$ cat config.mk
export PLATFORM = sky130hd
export DESIGN_NAME = addend_gatherer
export DESIGN_NICKNAME = d
export VERILOG_FILES = /design/src/rtl/addend_gatherer.sv
export SDC_FILE = /design/constraint.sdc
export NUM_CORES = 1
export LEC_CHECK = 0
export CAP_MARGIN = 30
export CORE_ASPECT_RATIO = 0.7
export CORE_UTILIZATION = 35
export CTS_CLUSTER_SIZE = 16
export DETAILED_ROUTE_END_ITERATION = 7
export MAX_ROUTING_LAYER = met4
export PLACE_DENSITY = 0.6
export SLEW_MARGIN = 20
export SYNTH_ARGS = -nofsm -noshare
export SYNTH_HDL_FRONTEND = slang
export SYNTH_SLANG_ARGS = --single-unit
$ cat constraint.sdc
create_clock -name clock -period 17.6 [get_ports clock]
set_clock_uncertainty 0.2 [all_clocks]
set_input_delay 2.64 -clock clock [delete_from_list [all_inputs] [get_ports clock]]
set_output_delay 2.64 -clock clock [all_outputs]
set_load 0.01 [all_outputs]
$ cat src/rtl/addend_gatherer.sv
// Serial-to-parallel front end for the adder reduction tree.
// Packs up to ADDENDS operand words into one flat vector; short groups are zero-padded.
module addend_gatherer #(
  parameter int unsigned WORD_WIDTH  = 36,
  parameter int unsigned ADDENDS     = 8,
  parameter int unsigned COUNT_WIDTH = 4
) (
  input  logic                          clock,
  input  logic                          reset,
  input  logic [WORD_WIDTH-1:0]         in_data,
  input  logic                          in_valid,
  input  logic                          in_last,
  output logic                          in_ready,
  output logic [ADDENDS*WORD_WIDTH-1:0] addends,
  output logic                          addends_valid,
  input  logic                          addends_ready,
  output logic [COUNT_WIDTH-1:0]        fill_count
);

  typedef enum logic [0:0] {StFill, StFull} state_e;

  state_e                        state_q, state_d;
  logic [ADDENDS*WORD_WIDTH-1:0] addends_q, addends_d;
  logic [COUNT_WIDTH-1:0]        count_q, count_d;

  logic in_xfer;
  logic out_xfer;

  // in_ready never looks at in_valid, so no combinational loop through the handshake.
  assign in_ready = (state_q == StFill) ? 1'b1 : addends_ready;
  assign in_xfer  = in_valid && in_ready;
  assign out_xfer = (state_q == StFull) && addends_ready;

  always_comb begin
    state_d   = state_q;
    addends_d = addends_q;
    count_d   = count_q;
    unique case (state_q)
      StFill: begin
        if (in_xfer) begin
          for (int unsigned i = 0; i < ADDENDS; i++) begin
            if (count_q == COUNT_WIDTH'(i)) begin
              addends_d[i*WORD_WIDTH +: WORD_WIDTH] = in_data;
            end
          end
          count_d = count_q + COUNT_WIDTH'(1);
          if (count_q == COUNT_WIDTH'(ADDENDS - 1) || in_last) begin
            state_d = StFull;
          end
        end
      end
      StFull: begin
        if (out_xfer) begin
          addends_d = '0;
          count_d   = '0;
          state_d   = StFill;
          // A word arriving with the handoff starts the next vector with no bubble.
          if (in_xfer) begin
            addends_d[0 +: WORD_WIDTH] = in_data;
            count_d                    = COUNT_WIDTH'(1);
            if (in_last || ADDENDS == 1) begin
              state_d = StFull;
            end
          end
        end
      end
      default: state_d = StFill;
    endcase
  end

  always_ff @(posedge clock or posedge reset) begin
    if (reset) begin
      state_q   <= StFill;
      addends_q <= '0;
      count_q   <= '0;
    end else begin
      state_q   <= state_d;
      addends_q <= addends_d;
      count_q   <= count_d;
    end
  end

  assign addends       = addends_q;
  assign addends_valid = (state_q == StFull);
  assign fill_count    = count_q;

endmodule

==> impl_metrics.ini, run 1 <==
[grt]
grt_max_degree = 164
track_usage_pct = 26.5
grt-ovfl-total = 0
grt_pass1_vias = 11600
grt_antenna_before_repair = 0
grt_pass1_wl_microns = 75800

[sta]
slew-limit-headroom_pct = 30.9
setup_slack_ns = 11.00
post-route-period-util_pct = 37.5
setup_tns_ns = 0
setup_violations = 0
min_period_ns = 6.60
fmax_ghz = 0.151
grt_setup_unrepaired = false
worst_slew_pin_slew_ns = 1.04
slew_viol_final = 0
hold_viol_final = 0

[worst_setup_path]
r2r_start = addends_valid$_DFF_PP0_
end_kind = output port
timing.rr.end = addends[52]$_DFFE_PP0P_
cpPeakStageDelay_ns = 0.56
reg2reg_slack_ns = 14.00
crit_path_max_fanout = 35
start_kind = input port
r2r_cells = 6
crit_required_ns = 14.76
critical_path_class = in -> out
crit_slowest_cell = clkdlybuf4s50_1
path_cells = buf_4 > nand2b_1 > clkdlybuf4s50_1
crit_arrival_ns = 3.76

[drt]
avgViaCountPerCell = 5.67
drcViolationCount = 0
routedWlPerCell_microns = 24.1
drt-total-wl_microns = 51400
via_count = 12100
drt_iter0_markers = 1396
ant_nets = 0
drt_first_pass_iters = 5

[synthesis]
yosysTopAreaCell = dfrtp_1
syn-num-nets = 1458
synth_top_area_share_pct = 54.9
synthCells = 1413
synth_seq_cells = 293
syn_area_per_cell_sq_um = 9.46
synthFlopType = dfrtp_1
yosysWarningCount = 0
synth_cell_type_count = 30
synthArstFlopShare_pct = 100
synthTopCellsByArea = dfrtp_1, a221oi_1, nand3_1
syn-cell-area_sq_um = 13400
ys_seq_area_share_pct = 54.9
synth_edf_count = 0

[clock_tree]
cts-root-buf = clkbuf_16
cts_buffer_depth = 3
clock_sinks = 293
cts_tree = yes
cts-htree-levels = 1
clk_pin_slew_ns = 0.07
post_cts_resized = 0
clock_latency_ns = 0.57
hold_buffers = 0
post-cts-setup-buffers = 0
cts_buffers = 31

[floorplanning]
dieArea_sq_um = 39000
io_pins = 335
row_count = 59
initial_core_util_pct = 35.8
core_area_sq_um = 37400
die_w_microns = 236
chipHeight_microns = 165

[placement]
port_buffers = 334
place_congestion = 0.811
dp_hpwl_microns = 31100
dp_slack_ns = 10.99

[final_layout]
final_core_util_pct = 48.0
num_antenna_cells = 0
layout_common_cells = clkdlybuf4s50_1, dfrtp_1, nand3_1, nand2_1, inv_1
drive_gt1_share_pct = 5.60
synthToLayoutAreaGrowth_pct = 34.2
multi_input_area_sq_um = 4770
final_common_cell = clkdlybuf4s50_1
seq_area_sq_um = 7340
n_fill_cell = 3482
final_nets = 1663

[pwr]
pwr_density_cell_nw_per_um2 = 141
max-vdd-ir-drop_mv = 0.0590
power_uw = 2530
power_leakage_uw = 0.00828

[flow_run]
drv_cap = 0

[worst_hold_path]
min_to = addends[21]$_DFFE_PP0P_
hold_start = addends[21]$_DFFE_PP0P_
hold_path_depth = 1
hold_class = reg -> reg

[run_status]
status = finished, final reports clean
==> power breakdown <==
part	switching [uW]	total, uW	internal, uW
Clock	288	683	395
Combinational	499	910	411
Sequential	106	934	828
==> metal layers <==
layer	share of wire (%)	global-route usage [%]	vias to the layer above
li1	-	-	5278
met1	44	36.6	6156
met2	44	38.5	570
met3	9.7	7.46	67
met4	2.4	6.36	0
met5	0	-	-
==> cells by family (layout without fill, tap and decap cells) <==
group                    Yosys count  after routing  share of synthesized area (%)
multiplexers                       2              2                          0.150
adder cells (fa/ha/maj)            4              4                          0.375
AND/OR/NAND/NOR                  378            378                           12.9
buffers and inverters            328            557                           9.82
flip-flops                       293            293                           54.9
AO/OA/AOI/OAI                    406            406                           21.7
XOR/XNOR                           2              2                          0.131
==> worst max-delay path: cells and delay by family <==
family	cells	cell delay, ns
buffers and inverters	2	0.90
AND/OR/NAND/NOR	1	0.21
==> Yosys cell counts (2+ instances only) <==
library cell,n
clkbuf_2,12
a22o_1,11
buf_4,5
a221o_1,25
xnor2_1,2
a31o_2,2
a21o_1,110
buf_2,38
and2_1,6
o21ai_1,8
mux2i_1,2
o22ai_1,3
nand2_1,172
dfrtp_1,293
clkbuf_1,126
and4bb_2,2
o21ai_0,134
a221oi_1,111
inv_1,142
buf_1,5
ha_1,4
nand3_1,192
==> through the flow <==
| stage | instances | hold WS [ns] | area [sq um] |
|---|---|---|---|
| 6_report | 2130 | 0.313 | 17900 |
| 5_1_grt | 2130 | 0.316 | 17900 |
| 4_1_cts | 2127 | 0.312 | 17800 |
| 3_5_place_dp | 2070 | 0.294 | 16800 |
| 3_3_place_gp | 2069 | 0.291 | 16800 |
| 2_1_floorplan | 1413 | 0.344 | 13400 |
==> worst max path at each step <==
stage	from	to	slack [ns]
final	addends_ready	in_ready	11.00
after global routing	addends_ready	in_ready	10.94
after CTS	addends_ready	in_ready	10.99
after detailed placement	addends_ready	in_ready	10.99
after global placement	addends_ready	in_ready	10.99
after floorplan	reset	addends[0]$_DFFE_PP0P_	6.67
==> final cells by class <==
type	count	area share (%)
Clock buffer	47	5.44
Clock inverter	10	0.482
Inverter	142	3.02
Multi-Input combinational cell	792	26.6
Sequential cell	293	40.9
Tap cell	488	3.41
Timing Repair Buffer	358	20.1
==> sequential cells by signal (all words and copies together), names as in the netlist <==
name	flops
addends_valid	1
addends	288
fill_count	4
No activity file was read; power rests on OpenSTA's default activity.
==> run 2: changes to the inputs <==
clock period = 6.45 ns   (was 17.6 ns; I/O delays follow)
==> impl_metrics.ini, run 2 (synthesis results as in run 1) <==
[run_status]
status = finished, final reports clean

[final_layout]
fin_cells = 2130
num_antenna_cells = 0
largest_reg_flops = 288
drive_gt1_share_pct = 5.60
synthToLayoutAreaGrowth_pct = 34.1
final_nets = 1663
final_common_cell = clkdlybuf4s50_1
n_fill_cell = 3505
layout_common_cells = clkdlybuf4s50_1, dfrtp_1, nand3_1, nand2_1, inv_1

[drt]
drt-total-wl_microns = 51700
routedWlPerCell_microns = 24.3
ant_nets = 0
avgViaCountPerCell = 5.62
drt_first_pass_iters = 6
drt_iter0_markers = 1199
via_count = 12000
drcViolationCount = 0

[sta]
fmax_ghz = 0.269
slew-limit-headroom_pct = 32.5
grt_setup_unrepaired = false
slew_viol_final = 0
worst_slew_pin_slew_ns = 1.01
holdWs_ns = 0.312
hold_viol_final = 0
setup_violations = 0
min_period_ns = 3.71
post-route-period-util_pct = 57.6
setup_tns_ns = 0

[pwr]
power_leakage_uw = 0.00826
max-vdd-ir-drop_mv = 0.218
pwr_density_cell_nw_per_um2 = 386
power_uw = 6910

[floorplanning]
die_w_microns = 236
row_count = 59
initial_core_util_pct = 35.8
io_pins = 335
core_area_sq_um = 37400
dieArea_sq_um = 39000
chipHeight_microns = 165

[clock_tree]
clk_pin_slew_ns = 0.06
clock_latency_ns = 0.57
post_cts_resized = 0
cts-htree-levels = 1
clock_sinks = 293
post-cts-setup-buffers = 0
cts_tree = yes
cts-root-buf = clkbuf_16
cts_buffer_depth = 3
cts_buffers = 31
hold_buffers = 0

[worst_setup_path]
critical_path_class = in -> reg
start_kind = input port
crit_required_ns = 6.76
crit_path_max_fanout = 60
reg2reg_slack_ns = 2.97
end_kind = flop
crit_arrival_ns = 4.02

[grt]
grt_pass1_wl_microns = 77100
grt_antenna_before_repair = 0
grt_max_degree = 167
grt_pass1_vias = 11700
grt-ovfl-total = 0
track_usage_pct = 27.0

[placement]
place_congestion = 0.807
dp_hpwl_microns = 31800
placed_cells = 2071
port_buffers = 334

[flow_run]
drv_cap = 0

[worst_hold_path]
hold_class = reg -> reg
[run 2: cell count changes in the layout (fill, tap and decap cells not counted), sizes merged]
cell      previous run  this run
clkinv               6         8
inv                143       141
bufinv               1         4
clkinvlp             2         6
clkbuf              47        40
[run 2: path summary, 6_finish.rpt]
check                                           end               startpoint  cells past startpoint
setup / recovery           addends[244]$_DFFE_PP0P_                 in_valid                      6
hold / removal              addends[20]$_DFFE_PP0P_  addends[20]$_DFFE_PP0P_                      1
setup reg to reg           addends[244]$_DFFE_PP0P_  addends_valid$_DFF_PP0_                      5
hold reg to reg             addends[20]$_DFFE_PP0P_  addends[20]$_DFFE_PP0P_                      1
max in group asynchronous   addends_valid$_DFF_PP0_                    reset                      3
min in group asynchronous   addends[92]$_DFFE_PP0P_                    reset                      2
[run 2: worst max-delay path: stages]
cell and delay [ns]:
clkdlybuf4s50_1 0.71, and4bb_4 0.83, buf_4 0.61, and2_1 0.21, buf_4 0.37, a31o_2 0.21
[run 2: stage by stage]
stage | cell area [sq um] | utilization [%] | setup WS, ns
2_1_floorplan | 13400 | - | 1.39
3_3_place_gp | 16800 | 44.9 | 2.26
3_5_place_dp | 16800 | 45.0 | 2.24
4_1_cts | 17900 | 47.9 | 2.19
5_1_grt | 17900 | 48.0 | 2.58
6_report | 17900 | 48.0 | 2.74
[run 2: area by class of cell]
class	count	area (sq um)	share of cell area [%]
well taps	488	611	3.41
repair buffers	358	3590	20.1
multi-input cells	792	4770	26.6
flip-flops and latches	293	7340	41.0
inverters	142	537	3.00
clock buffers	40	860	4.80
clock inverters	17	205	1.15
[run 2: layer usage]
metal	GRT usage, %	up-vias	routed length (microns)
met5	-	-	0
met4	5.41	0	937
met3	8.26	64	4920
met2	38.7	534	22500
met1	37.5	6100	23300
li1	-	5279	-
[run 2: where the power goes]
part	internal [uW]	total, uW	switching (uW)	leakage [uW]
Clock	1100	1890	792	0.000512
Sequential	2260	2570	307	0.00399
Combinational	1120	2460	1340	0.00376
==> run 3: changes to the inputs <==
clock period = 3.7 ns   (was 6.45 ns; I/O delays follow)
==> impl_metrics.ini, run 3 (synthesis results as in run 1) <==
[pwr]
power_uw = 12000
max-vdd-ir-drop_mv = 0.309
power_leakage_uw = 0.00830
pwr_density_cell_nw_per_um2 = 669

[drt]
ant_nets = 0
avgViaCountPerCell = 5.66
via_count = 12100
drt_first_pass_iters = 6
routedWlPerCell_microns = 23.9
drt_iter0_markers = 1457
drt-total-wl_microns = 51000
drcViolationCount = 0

[sta]
setup_slack_ns = 0.812
worst_slew_pin_slew_ns = 0.940
hold_viol_final = 0
slew_viol_final = 0
grt_setup_unrepaired = false
slew-limit-headroom_pct = 37.3
setup_violations = 0
post-route-period-util_pct = 78.1
fmax_ghz = 0.346
min_period_ns = 2.89

[run_status]
status = finished, final reports clean

[clock_tree]
clock_sinks = 293
hold_buffers = 0
cts_buffers = 31
clock_latency_ns = 0.56
cts_buffer_depth = 3
cts-htree-levels = 1
post-cts-setup-buffers = 0
cts_tree = yes
cts-root-buf = clkbuf_16
post_cts_resized = 0
clk_pin_slew_ns = 0.06

[placement]
placed_cell_area_sq_um = 16900
dp_slack_ns = 0.690
placed_cells = 2082
place_congestion = 0.828
dp_hpwl_microns = 31800
port_buffers = 334

[final_layout]
seq_area_sq_um = 7340
n_fill_cell = 3466
design_area_sq_um = 18000
drive_gt1_share_pct = 5.53
final_common_cell = clkdlybuf4s50_1
layout_common_cells = clkdlybuf4s50_1, dfrtp_1, nand3_1, nand2_1, inv_1
final_nets = 1673
final_core_util_pct = 48.1
largest_reg_flops = 288
synthToLayoutAreaGrowth_pct = 34.4
fin_cells = 2135
multi_input_area_sq_um = 4770

[worst_setup_path]
crit_slowest_cell = dfrtp_4
start_kind = flop
crit_arrival_ns = 2.13
crit_required_ns = 2.94
crit_path_max_fanout = 54
critical_path_class = reg -> out
end_kind = output port
path_cells = nand2b_1 > clkdlybuf4s50_1
cpPeakStageDelay_ns = 0.86

[grt]
track_usage_pct = 26.5
grt-ovfl-total = 0
grt_pass1_wl_microns = 76100
grt_antenna_before_repair = 0
grt_max_degree = 142
grt_pass1_vias = 11600

[floorplanning]
core_area_sq_um = 37400
die_w_microns = 236
chipHeight_microns = 165
row_count = 59
io_pins = 335
initial_core_util_pct = 35.8
dieArea_sq_um = 39000

[flow_run]
drv_cap = 0

[worst_hold_path]
hold_class = in -> reg
run 3: changes by cell type in the layout (fill, tap and decap cells not counted), sizes merged:
cell,before,now
clkinv,8,2
diode,0,1
buf,25,35
clkinvlp,6,1
clkbuf,40,45
run 3: layout make-up:
type | count | area share [%]
flip-flops and latches | 293 | 40.8
repair buffers | 368 | 20.5
clock inverters | 6 | 0.724
diodes | 1 | 0.0139
inverters | 142 | 2.99
clock buffers | 45 | 5.00
well taps | 488 | 3.40
multi-input cells | 792 | 26.6
run 3: worst paths after layout:
kind                                               from                   endpoint  slack (ns)  cells past startpoint
worst max-delay path            addends_valid$_DFF_PP0_                   in_ready        0.81                      2
worst min-delay path                      addends_ready  fill_count[1]$_DFFE_PP0P_        0.30                      2
worst max register to register  addends_valid$_DFF_PP0_    addends[65]$_DFFE_PP0P_        1.12                      5
worst min register to register  addends[24]$_DFFE_PP0P_    addends[24]$_DFFE_PP0P_        0.31                      1
max in group asynchronous                         reset    addends_valid$_DFF_PP0_        2.06                      3
min in group asynchronous                         reset   addends[166]$_DFFE_PP0P_        0.31                      3
run 3: power breakdown:
part	internal [uW]	total [uW]	switching, uW
Sequential	3940	4520	581
Clock	1940	3220	1290
Combinational	1980	4280	2300
run 3: critical path: cells and delay by family, from the launching register on:
family,cells,cell delay [ns]
AND/OR/NAND/NOR,1,0.19
buffers and inverters,1,0.52
flip-flops,1,0.86
run 3: metal layers:
| layer | vias to the layer above | share of wire, % | GRT usage (%) |
|---|---|---|---|
| met5 | - | 0 | - |
| met4 | 0 | 2.4 | 6.54 |
| met3 | 75 | 9.7 | 6.82 |
| met2 | 607 | 43 | 37.5 |
| met1 | 6097 | 44 | 37.7 |
| li1 | 5304 | - | - |
run 3: stage by stage:
| stage | setup TNS, ns | hold slack, ns |
|---|---|---|
| after floorplan | -276.64 | 0.344 |
| after CTS | 0 | 0.271 |
| after detailed placement | 0 | 0.294 |
| after global placement | 0 | 0.296 |
| final | 0 | 0.298 |
| after global routing | 0 | 0.290 |
